## config.mk

```make
export PLATFORM = sky130hd
export DESIGN_NAME = sub_32b_pipe
export DESIGN_NICKNAME = d
export VERILOG_FILES = /design/src/rtl/sha_pkg.sv /design/src/rtl/borrow_select_sub_half.sv /design/src/rtl/sub_32b_pipe.sv
export SDC_FILE = /design/constraint.sdc
export NUM_CORES = 1
export LEC_CHECK = 0
export CAP_MARGIN = 20
export CORE_ASPECT_RATIO = 1.25
export CORE_MARGIN = 2
export CORE_UTILIZATION = 51
export CTS_BUF_LIST = sky130_fd_sc_hd__clkbuf_16
export DETAILED_ROUTE_END_ITERATION = 10
export GPL_TIMING_DRIVEN = 0
export HOLD_SLACK_MARGIN = 0.05
export PLACE_DENSITY = 0.91
export SYNTH_ARGS = -nofsm -noshare
export SYNTH_HDL_FRONTEND = slang
export SYNTH_SLANG_ARGS = --single-unit
```

## constraint.sdc

```tcl
create_clock -name i_clk -period 4.1 [get_ports i_clk]
set_input_delay 0.41 -clock i_clk [delete_from_list [all_inputs] [get_ports i_clk]]
set_output_delay 0.41 -clock i_clk [all_outputs]
set_load 0.05 [all_outputs]
```

## src/rtl/sha_pkg.sv

```systemverilog
// Shared word-level definitions for the subtractor pipeline.
// WORD_WIDTH is the default operand width; word_t is the matching word type.
package sha_pkg;

  localparam int WORD_WIDTH = 32;

  typedef logic [WORD_WIDTH-1:0] word_t;

endpackage : sha_pkg

```

## src/rtl/borrow_select_sub_half.sv

```systemverilog
// Combinational half-width subtractor: o_diff = i_a - i_b - i_borrow.
// Both candidate results (borrow-in 0 and borrow-in 1) are formed in
// parallel, and the incoming borrow only drives the final select. This
// keeps the borrow-in off the long subtract chain.
module borrow_select_sub_half #(
  parameter int HALF_WIDTH = 16
) (
  input  logic [HALF_WIDTH-1:0] i_a,
  input  logic [HALF_WIDTH-1:0] i_b,
  input  logic                  i_borrow,
  output logic [HALF_WIDTH-1:0] o_diff,
  output logic                  o_borrow
);

  // One extra MSB per candidate: after the subtract it holds the borrow out,
  // because a negative result in HALF_WIDTH+1 bits sets the top bit.
  logic [HALF_WIDTH:0] w_diff_b0;
  logic [HALF_WIDTH:0] w_diff_b1;

  assign w_diff_b0 = {1'b0, i_a} - {1'b0, i_b};
  assign w_diff_b1 = {1'b0, i_a} - {1'b0, i_b} - {{HALF_WIDTH{1'b0}}, 1'b1};

  assign o_diff   = i_borrow ? w_diff_b1[HALF_WIDTH-1:0] : w_diff_b0[HALF_WIDTH-1:0];
  assign o_borrow = i_borrow ? w_diff_b1[HALF_WIDTH]     : w_diff_b0[HALF_WIDTH];

endmodule : borrow_select_sub_half

```

## src/rtl/sub_32b_pipe.sv

```systemverilog
// Two-stage pipelined subtractor with valid/ready handshakes on both sides.
//   S1: low-half difference, low-half borrow, registered high-half operands.
//   S2: full difference (and the final borrow when enabled).
// Latency is 2 cycles from input transfer to o_valid; throughput is 1/cycle.
// Optional feature: define SUB_BORROW_OUT_EN to add the o_borrow output
// (unsigned i_a < i_b) and its S2 register. Without it the port and the
// register are absent and everything else is unchanged.
// WIDTH must be even and at least 8.
module sub_32b_pipe
  import sha_pkg::*;
#(
  parameter int WIDTH = WORD_WIDTH
) (
  input  logic             i_clk,
  input  logic             i_rst,
  input  logic [WIDTH-1:0] i_a,
  input  logic [WIDTH-1:0] i_b,
  input  logic             i_valid,
  output logic             o_ready,
  output logic [WIDTH-1:0] o_diff,
  output logic             o_valid,
  input  logic             i_ready
`ifdef SUB_BORROW_OUT_EN
  ,
  output logic             o_borrow
`endif
);

  localparam int HALF = WIDTH / 2;

  // Stage 1 state
  logic            r_s1_valid;
  logic [HALF-1:0] r_s1_diff_lo;
  logic            r_s1_borrow_lo;
  logic [HALF-1:0] r_s1_a_hi;
  logic [HALF-1:0] r_s1_b_hi;

  // Stage 2 state
  logic             r_s2_valid;
  logic [WIDTH-1:0] r_s2_diff;
`ifdef SUB_BORROW_OUT_EN
  logic             r_s2_borrow;
`endif

  // Combinational nets
  logic [HALF-1:0] w_lo_diff;
  logic            w_lo_borrow;
  logic [HALF-1:0] w_hi_diff;
`ifdef SUB_BORROW_OUT_EN
  logic            w_hi_borrow;
`else
  // The high-half borrow has no consumer when the borrow output is disabled.
  logic            w_unused_hi_borrow;
`endif
  logic            w_s2_load;
  logic            w_in_xfer;

  // S2 accepts new data when it is empty or its result leaves this cycle.
  assign w_s2_load = !r_s2_valid || i_ready;

  // S1 can take an operand pair when it is empty or it moves into S2 this
  // cycle. Depends only on state and i_ready, never on i_valid.
  assign o_ready   = !r_s1_valid || w_s2_load;
  assign w_in_xfer = i_valid && o_ready;

  // Low half: plain subtract, no borrow in.
  borrow_select_sub_half #(
    .HALF_WIDTH(HALF)
  ) u_sub_lo (
    .i_a     (i_a[HALF-1:0]),
    .i_b     (i_b[HALF-1:0]),
    .i_borrow(1'b0),
    .o_diff  (w_lo_diff),
    .o_borrow(w_lo_borrow)
  );

  // High half: uses the operands and low borrow captured in S1.
  borrow_select_sub_half #(
    .HALF_WIDTH(HALF)
  ) u_sub_hi (
    .i_a     (r_s1_a_hi),
    .i_b     (r_s1_b_hi),
    .i_borrow(r_s1_borrow_lo),
    .o_diff  (w_hi_diff),
`ifdef SUB_BORROW_OUT_EN
    .o_borrow(w_hi_borrow)
`else
    .o_borrow(w_unused_hi_borrow)
`endif
  );

  // Stage 1 register: capture the low-half result and high-half operands on
  // input transfer; drain to empty when S1 advances without a new pair.
  always_ff @(posedge i_clk) begin
    // NOTE: datapath registers are reset along with the valid flags so that
    // o_diff reads 0 after reset and no stale operand survives a flush.
    if (i_rst) begin
      // NOTE: non-blocking assignments keep every register sampling the
      // pre-edge values, so the two stages shift together without races.
      r_s1_valid     <= 1'b0;
      r_s1_diff_lo   <= '0;
      r_s1_borrow_lo <= 1'b0;
      r_s1_a_hi      <= '0;
      r_s1_b_hi      <= '0;
    end else if (o_ready) begin
      r_s1_valid <= i_valid;
      if (w_in_xfer) begin
        r_s1_diff_lo   <= w_lo_diff;
        r_s1_borrow_lo <= w_lo_borrow;
        r_s1_a_hi      <= i_a[WIDTH-1:HALF];
        r_s1_b_hi      <= i_b[WIDTH-1:HALF];
      end
    end
  end

  // Stage 2 register: assemble the full difference from S1; hold it stable
  // while the downstream stalls.
  always_ff @(posedge i_clk) begin
    if (i_rst) begin
      r_s2_valid  <= 1'b0;
      r_s2_diff   <= '0;
`ifdef SUB_BORROW_OUT_EN
      r_s2_borrow <= 1'b0;
`endif
    end else if (w_s2_load) begin
      r_s2_valid <= r_s1_valid;
      if (r_s1_valid) begin
        r_s2_diff   <= {w_hi_diff, r_s1_diff_lo};
`ifdef SUB_BORROW_OUT_EN
        r_s2_borrow <= w_hi_borrow;
`endif
      end
    end
  end

  assign o_valid  = r_s2_valid;
  assign o_diff   = r_s2_diff;
`ifdef SUB_BORROW_OUT_EN
  assign o_borrow = r_s2_borrow;
`endif

endmodule : sub_32b_pipe
```

==> summary.md, run 1 <==
| Metric | Value |
|---|---|
| Number of placed instances, taps included | `roughly 840` |
| Area of the multi-input gates | `between 0.002 and 0.003 mm2` |
| Post-synth ARST share | `0%` |
| H-tree Lvls | `3` |
| Routability cong. | `roughly 0.82` |
| Status | `complete, no violations` |
| Sequential share of the synthesized area | `35.0%` |
| Crit path capture type | `flip-flop` |
| Detailed placement HPWL | `~9400 um` |
| Clock Pin Slew Worst Setup and Hold Paths | `0.06 ns` |
| Hold WC Path Type | `reg2reg` |
| Vias in the first global route | `4,637` |
| RSZ-0062 raised after global routing | `no` |
| Area growth syn-to-layout | `30.7%` |
| Full die area | `0.0101 mm2` |
| Worst vdd ir | `~0.00024 V` |
| Dpl ws | `0.682 ns` |
| Syn_area_per_cell | `7.68 um2` |
| Worst setup margin | `0.711 ns` |
| Fillers | `772` |
| Post-synth EDFFs | `0` |
| Post-Layout Cell Count | `857` |
| Core ar. | `0.00908 mm2` |
| Fin Setup TNS | `0 ns` |
| Final Skew | `around 0.0057 ns` |
| Starting DRT DRC Count | `210` |
| Top cells by count, synth | `150 x nand2_1, 86 x a21oi_1, 83 x dfxtp_1` |
| Yosys top cell area share | `approximately a third` |
| Post-synthesis instance area | `0.00475 mm2` |
| Pre-antenna DRT Iters | `5` |
| Grt total ovfl | `0` |
| Hold buffers post-CTS | `0` |
| Worst Path Max Fanout | `4` |
| DP Area | `slightly below 0.006 mm2` |
| Share of cells above drive strength 1 | `4.22%` |
| Setup-failing EPs final | `0` |
| Routed Antenna Nets | `0` |
| Worst slew pin tran | `about 0.61 ns` |
| Ant. Diodes | `0` |
| Crit path time final | `3.39 ns` |
| Io pins | `slightly above 100` |
| Power density over the cells | `385 mW/mm2` |
| CTS root buf | `clkbuf_16` |
| Synthesized flop and latch total | `83` |
| Initial antenna violation count | `0` |
| Max Freq | `0.295 GHz` |
| PortBufs | `between 100 and 150` |
| Std-Cell Rows | `39` |
| Critical path startpoint category | `flip-flop` |
| CP Class | `reg2reg` |
| Largest net degree at the start of global routing | `15` |
| Yosys warns | `0` |
| Vias | `4,687` |
| DR vias/cell | `5.47` |
| First-pass GRT wire length | `20,500 um` |
| Final net count | `832` |
| Worst Path Arrival | `~3.7 ns` |
| Total setup buffers inserted after CTS | `0` |
| Cell taking the most area after synthesis | `dfxtp_1` |
| Worst path required time | `4.36 ns` |
| Die W | `90.3 um` |
| Clock buffer depth | `2` |
| WL/cell | `14.4 um` |
| DRC viols | `0` |
| Slew margin rel. | `58.5%` |
| Clk Latency, worst-skew pair | `approximately 0.35 ns` |
| Max Slew Vio Count | `0` |
| DIE HEIGHT | `112 um` |
| Most common cell in the netlist | `nand2_1` |
| Cell area after layout | `roughly 0.0062 mm2` |
| MaxCap Viol Count | `0` |
| Clock Sink Count | `between 80 and 90` |
| Global Route Usage Sum | `25.0%` |
| Initial Util | `52.3%` |
| Storage element area | `0.00166 mm2` |
| CTS Buf Count | `9` |
| Pleak | `2.44 nW` |
| Hold Vio Cnt, Final | `0` |
| Synth top area cells | `dfxtp_1 35%, nand2_1 12%, a21oi_1 9.1%` |
| Synth Instances | `~620` |
| Synth Net Count | `slightly above 700` |
| CTS resizes | `0` |
| Final WL | `12,300 um` |
| CTS tree | `built` |
| Library cells used by synthesis | `around 60` |
| Final worst path period share | `82.6%` |
| Top_reg_cell synth | `dfxtp_1` |
[routing by layer]
layer  global-route usage (%)  vias up  share of wire [%]
met2                     45.6      151                 52
met5                        0        -                  0
li1                         -     2321                  -
met4                     10.3        0                2.9
met1                     29.0     2181                 40
met3                     3.86       34                4.5
[sequential cells by signal, summed over array words and instances (netlist names)]
register        flops
o_diff             32
o_valid             1
r_s1_a_hi          16
r_s1_b_hi          16
r_s1_borrow_lo      1
r_s1_diff_lo       16
r_s1_valid          1
[critical path, stage by stage, from the launching register on]
cell and delay, ns:
dfxtp_1 0.32, inv_1 0.07, ha_1 0.18, inv_1 0.07
fa_1 0.44, a211o_1 0.32, and4_1 0.21, a2111oi_2 0.46
o211ai_2 0.21, or4_4 0.53, nor3_2 0.14, xnor2_1 0.08
a211oi_1 0.25
[power by group]
group | internal [W] | leakage [nW] | switching [W] | total, W
Sequential | 0.000862 | 0.682 | 0.0000307 | 0.000892
Clock | 0.000470 | 0.142 | 0.000344 | 0.000814
Combinational | 0.000291 | 1.62 | 0.000389 | 0.000680
Total | 0.00162 | 2.44 | 0.000764 | 0.00239
[logic make-up (layout without fill, tap and decap cells)]
kind of cell,count (synthesis),in the layout,share of synthesized area [%]
flip-flops,83,83,35.0
XOR/XNOR,36,36,6.64
AND/OR/NAND/NOR,228,228,20.9
adder cells (fa/ha/maj),34,34,9.28
AO/OA/AOI/OAI,166,166,22.1
buffers and inverters,71,187,6.04
[final timing paths]
path	startpoint	end	slack, ns	cells after the start
worst max-delay path	r_s1_a_hi[0]	o_diff[30]	0.71	12
worst min register to register	o_diff[20]	o_diff[20]	0.45	2
worst min-delay path	o_diff[20]	o_diff[20]	0.45	2
worst max register to register	r_s1_a_hi[0]	o_diff[30]	0.71	12
[cell usage in the layout (no fill, tap or decap), types with 7 or more instances in the layout]
cell             netlist  routed
xor2_1                15      15
nor2b_1                8       8
clkbuf_16              0       9
xnor2_1               21      21
inv_1                 40      40
o21ai_0               12      12
a21oi_1               86      86
nand2_1              150     150
clkbuf_1              25      25
clkdlybuf4s50_1        0     101
nor2_1                30      30
a211oi_1              11      11
dfxtp_1               83      83
nor3_1                10      10
o21a_1                 7       7
ha_1                  32      32
[final cells by class]
type | instances | share of cell area [%]
clock buffer | 9 | 3.63
timing repair buffer | 101 | 16.3
multi-input combinational | 464 | 45.1
clock inverter | 6 | 1.05
inverter | 40 | 2.42
buffer | 31 | 2.20
sequential | 83 | 26.8
tap | 123 | 2.48
[stage by stage]
step | hold WS [ns] | total power, W | util [%]
after floorplan | 0.432 | 0.00138 | -
after global placement | 0.437 | 0.00156 | 65.1
after detailed placement | 0.443 | 0.00158 | 65.1
after CTS | 0.451 | 0.00238 | 68.3
after global routing | 0.474 | 0.00249 | 68.3
final | 0.451 | 0.00239 | 68.3
(Power assumes the default switching activity.)
==> inputs of run 2 (changes only) <==
clock period = 3.27 ns   (was 4.1 ns; I/O delays follow)
==> summary.md, run 2 (synthesis gave the netlist of run 1 again) <==
| Metric | Value |
|---|---|
| Reg2Reg Depth | `13 (+1)` |
| Routed Antenna Nets | `0 (unchanged)` |
| Largest stage delay, worst path | `0.57 ns (+0.04 ns)` |
| Clock Pin Slew Worst Setup and Hold Paths | `0.06 ns (about the same)` |
| Hold Vio Cnt, Final | `0 (unchanged)` |
| PortBufs | `101 (unchanged)` |
| Hold Slack | `0.450 ns (-0.000736 ns)` |
| Sw Share | `32.3% (+0.27 points)` |
| CP endpoint | `o_diff[31]` |
| Clock Power Share | `33.8% (-0.3 points)` |
| Pleak | `2.44 nW (+0.20%)` |
| Reg2reg end | `o_diff[31]` |
| Critical path buffers and inverters | `2 (unchanged)` |
| Storage element area | `0.00166 mm2 (unchanged)` |
| Final Skew | `0.00523 ns (-0.000453 ns)` |
| Slew margin rel. | `58.0% (-0.47 points)` |
| WL/cell | `14.7 um (+2.0%)` |
| Vias | `4,737 (+1.1%)` |
| Initial Util | `52.3% (unchanged)` |
| Internal power component | `0.00204 W (+26%)` |
| CP cell instances | `inv_1 -> ha_1 -> inv_1 -> fa_2 -> a211o_1 -> a21o_1 -> o21ai_4 -> a31oi_4 -> xor2_1 -> or4_4 -> nor3_2 -> xnor2_1 -> a211oi_2` |
| Pre-antenna DRT Iters | `5 (unchanged)` |
| DR vias/cell | `5.53 (+1.1%)` |
| Final worst path period share | `96.3% (+14 points)` |
| Worst Path Max Fanout | `4 (unchanged)` |
| Max Slew Vio Count | `0 (unchanged)` |
| Slowest CP cell | `or4_4` |
| Hold buffers post-CTS | `0 (unchanged)` |
| DIE HEIGHT | `112 um (unchanged)` |
| Fin util | `68.8% (+0.51 points)` |
| Fillers | `760 (-1.6%)` |
| Reg-to-reg slack, setup | `0.12 ns (-0.59 ns)` |
| MaxCap Viol Count | `0 (unchanged)` |
| Worst slew pin tran | `0.614 ns (+0.00687 ns)` |
| Critical path startpoint category | `flip-flop` |
| First-pass GRT wire length | `20,500 um (+0.13%)` |
| Core ar. | `0.00908 mm2 (unchanged)` |
| Starting DRT DRC Count | `191 (-9.0%)` |
| CTS tree | `built` |
| Fin Setup TNS | `0 ns (unchanged)` |
| Sequential share of power | `37.1% (-0.3 points)` |
| Ant. Diodes | `0 (unchanged)` |
| DRC viols | `0 (unchanged)` |
| Crit path capture type | `flip-flop` |
| CTS Buf Count | `9 (unchanged)` |
| Largest net degree at the start of global routing | `15 (unchanged)` |
| Comb power frac | `29.1% (+0.6 points)` |
| Max reg flops | `32 (unchanged)` |
| Std-Cell Rows | `39 (unchanged)` |
| Worst vdd ir | `0.000309 V (+29%)` |
| Crit-path most repeated cell | `inv_1` |
| H-tree Lvls | `3 (unchanged)` |
| Io pins | `102 (unchanged)` |
| CTS root buf | `clkbuf_16` |
| Area growth syn-to-layout | `31.6%` |
| Commonest non-fill, non-tap cell in the layout | `nand2_1` |
| Crit path max-delay family | `compound AO/OA/AOI/OAI gates` |
| CP Class | `reg2reg` |
| Detailed placement HPWL | `9430 um (unchanged)` |
| Vias in the first global route | `4,631 (-0.13%)` |
| Status | `complete, no violations` |
| Setup-failing EPs final | `0 (unchanged)` |
| Share of cells above drive strength 1 | `4.77% (+0.54 points)` |
| Clock buffer depth | `2 (unchanged)` |
| RSZ-0062 raised after global routing | `yes` |
| R2r startpoint | `r_s1_a_hi[0]` |
| Crit path time final | `3.15 ns (-0.239 ns)` |
| Initial antenna violation count | `0 (unchanged)` |
| Routability cong. | `0.818 (unchanged)` |
| Grt total ovfl | `0 (unchanged)` |
| Worst path required time | `3.48 ns (-0.88 ns)` |
| Area of the multi-input gates | `0.00284 mm2 (+1.7%)` |
| Full die area | `0.0101 mm2 (unchanged)` |
| Final WL | `12,600 um (+2.0%)` |
| DP Area | `0.00591 mm2 (unchanged)` |
| Power density over the cells | `483 mW/mm2 (+26%)` |
| Most frequent cells in the layout | `150 x nand2_1, 101 x clkdlybuf4s50_1, 85 x a21oi_1` |
| Global Route Usage Sum | `25.0% (+0.043 points)` |
| Cell area after layout | `0.00625 mm2 (+0.75%)` |
| P_sw | `0.000974 W (+28%)` |
| CP startpoint | `r_s1_a_hi[0]` |
| Clock Sink Count | `83 (unchanged)` |
| Die W | `90.3 um (unchanged)` |
| Final net count | `832 (unchanged)` |
| Worst Path Arrival | `3.36 ns (-0.29 ns)` |
| Max Freq | `0.318 GHz (+7.6%)` |
| Clk Latency, worst-skew pair | `0.35 ns (about the same)` |
| Hold WC Path Type | `reg2reg` |
| CP Depth | `13 (+1)` |
| Total power | `0.00302 W (+26%)` |
## run 2: layout make-up
| cell class | instances | area share (%) |
|---|---|---|
| Multi-Input combinational cell | 464 | 45.5 |
| Sequential cell | 83 | 26.6 |
| Clock inverter | 6 | 1.04 |
| Inverter | 40 | 2.40 |
| Timing Repair Buffer | 101 | 16.2 |
| Clock buffer | 9 | 3.61 |
| Buffer | 31 | 2.18 |
| Tap cell | 123 | 2.46 |
## run 2: worst register-to-register path, stage by stage, from the launching register on
cell,delay (ns)
dfxtp_1,0.32
inv_1,0.07
ha_1,0.18
inv_1,0.07
fa_2,0.38
a211o_1,0.31
a21o_1,0.23
o21ai_4,0.18
a31oi_4,0.12
xor2_1,0.20
or4_4,0.57
nor3_2,0.14
xnor2_1,0.15
a211oi_2,0.08
## run 2: repair_timing
action | 4_1_cts | 5_1_grt
setup buffers | 0 | 0
pin swaps | 1 | 2
setup endpoints to repair | 4 | 5
resized for setup | 4 | 4
## run 2: per-layer routing
layer | vias up | GRT usage (%) | share of wire [%]
li1 | 2320 | - | -
met4 | 0 | 10.7 | 3.3
met2 | 191 | 45.8 | 52
met5 | - | 0 | 0
met3 | 38 | 3.92 | 5.0
met1 | 2188 | 28.8 | 40
## run 2: how the worst min path moves through the flow
stage / start / to / slack [ns] / depth (start not counted)
2_1_floorplan: r_s1_diff_lo[14] / o_diff[14] / 0.43 / 2
3_3_place_gp: r_s1_diff_lo[1] / o_diff[1] / 0.44 / 2
3_5_place_dp: o_diff[20] / o_diff[20] / 0.44 / 2
4_1_cts: o_diff[20] / o_diff[20] / 0.45 / 2
5_1_grt: o_diff[17] / o_diff[17] / 0.47 / 2
6_report: o_diff[20] / o_diff[20] / 0.45 / 2
## run 2: power groups by stage
| stage | registers [W] | clock network, W | logic, W |
|---|---|---|---|
| after floorplan | 0.00122 | 0 | 0.000512 |
| after global placement | 0.00114 | 0 | 0.000814 |
| after detailed placement | 0.00114 | 0 | 0.000838 |
| after CTS | 0.00112 | 0.00102 | 0.000858 |
| after global routing | 0.00113 | 0.00106 | 0.000956 |
| final | 0.00112 | 0.00102 | 0.000878 |
## run 2: stage by stage
step / setup slack, ns / instances
floorplan: 0.222 / 618
global placement: -0.0533 / 842
detailed placement: -0.118 / 842
CTS: 0.0407 / 857
global route: -0.00509 / 857
finish: 0.120 / 857
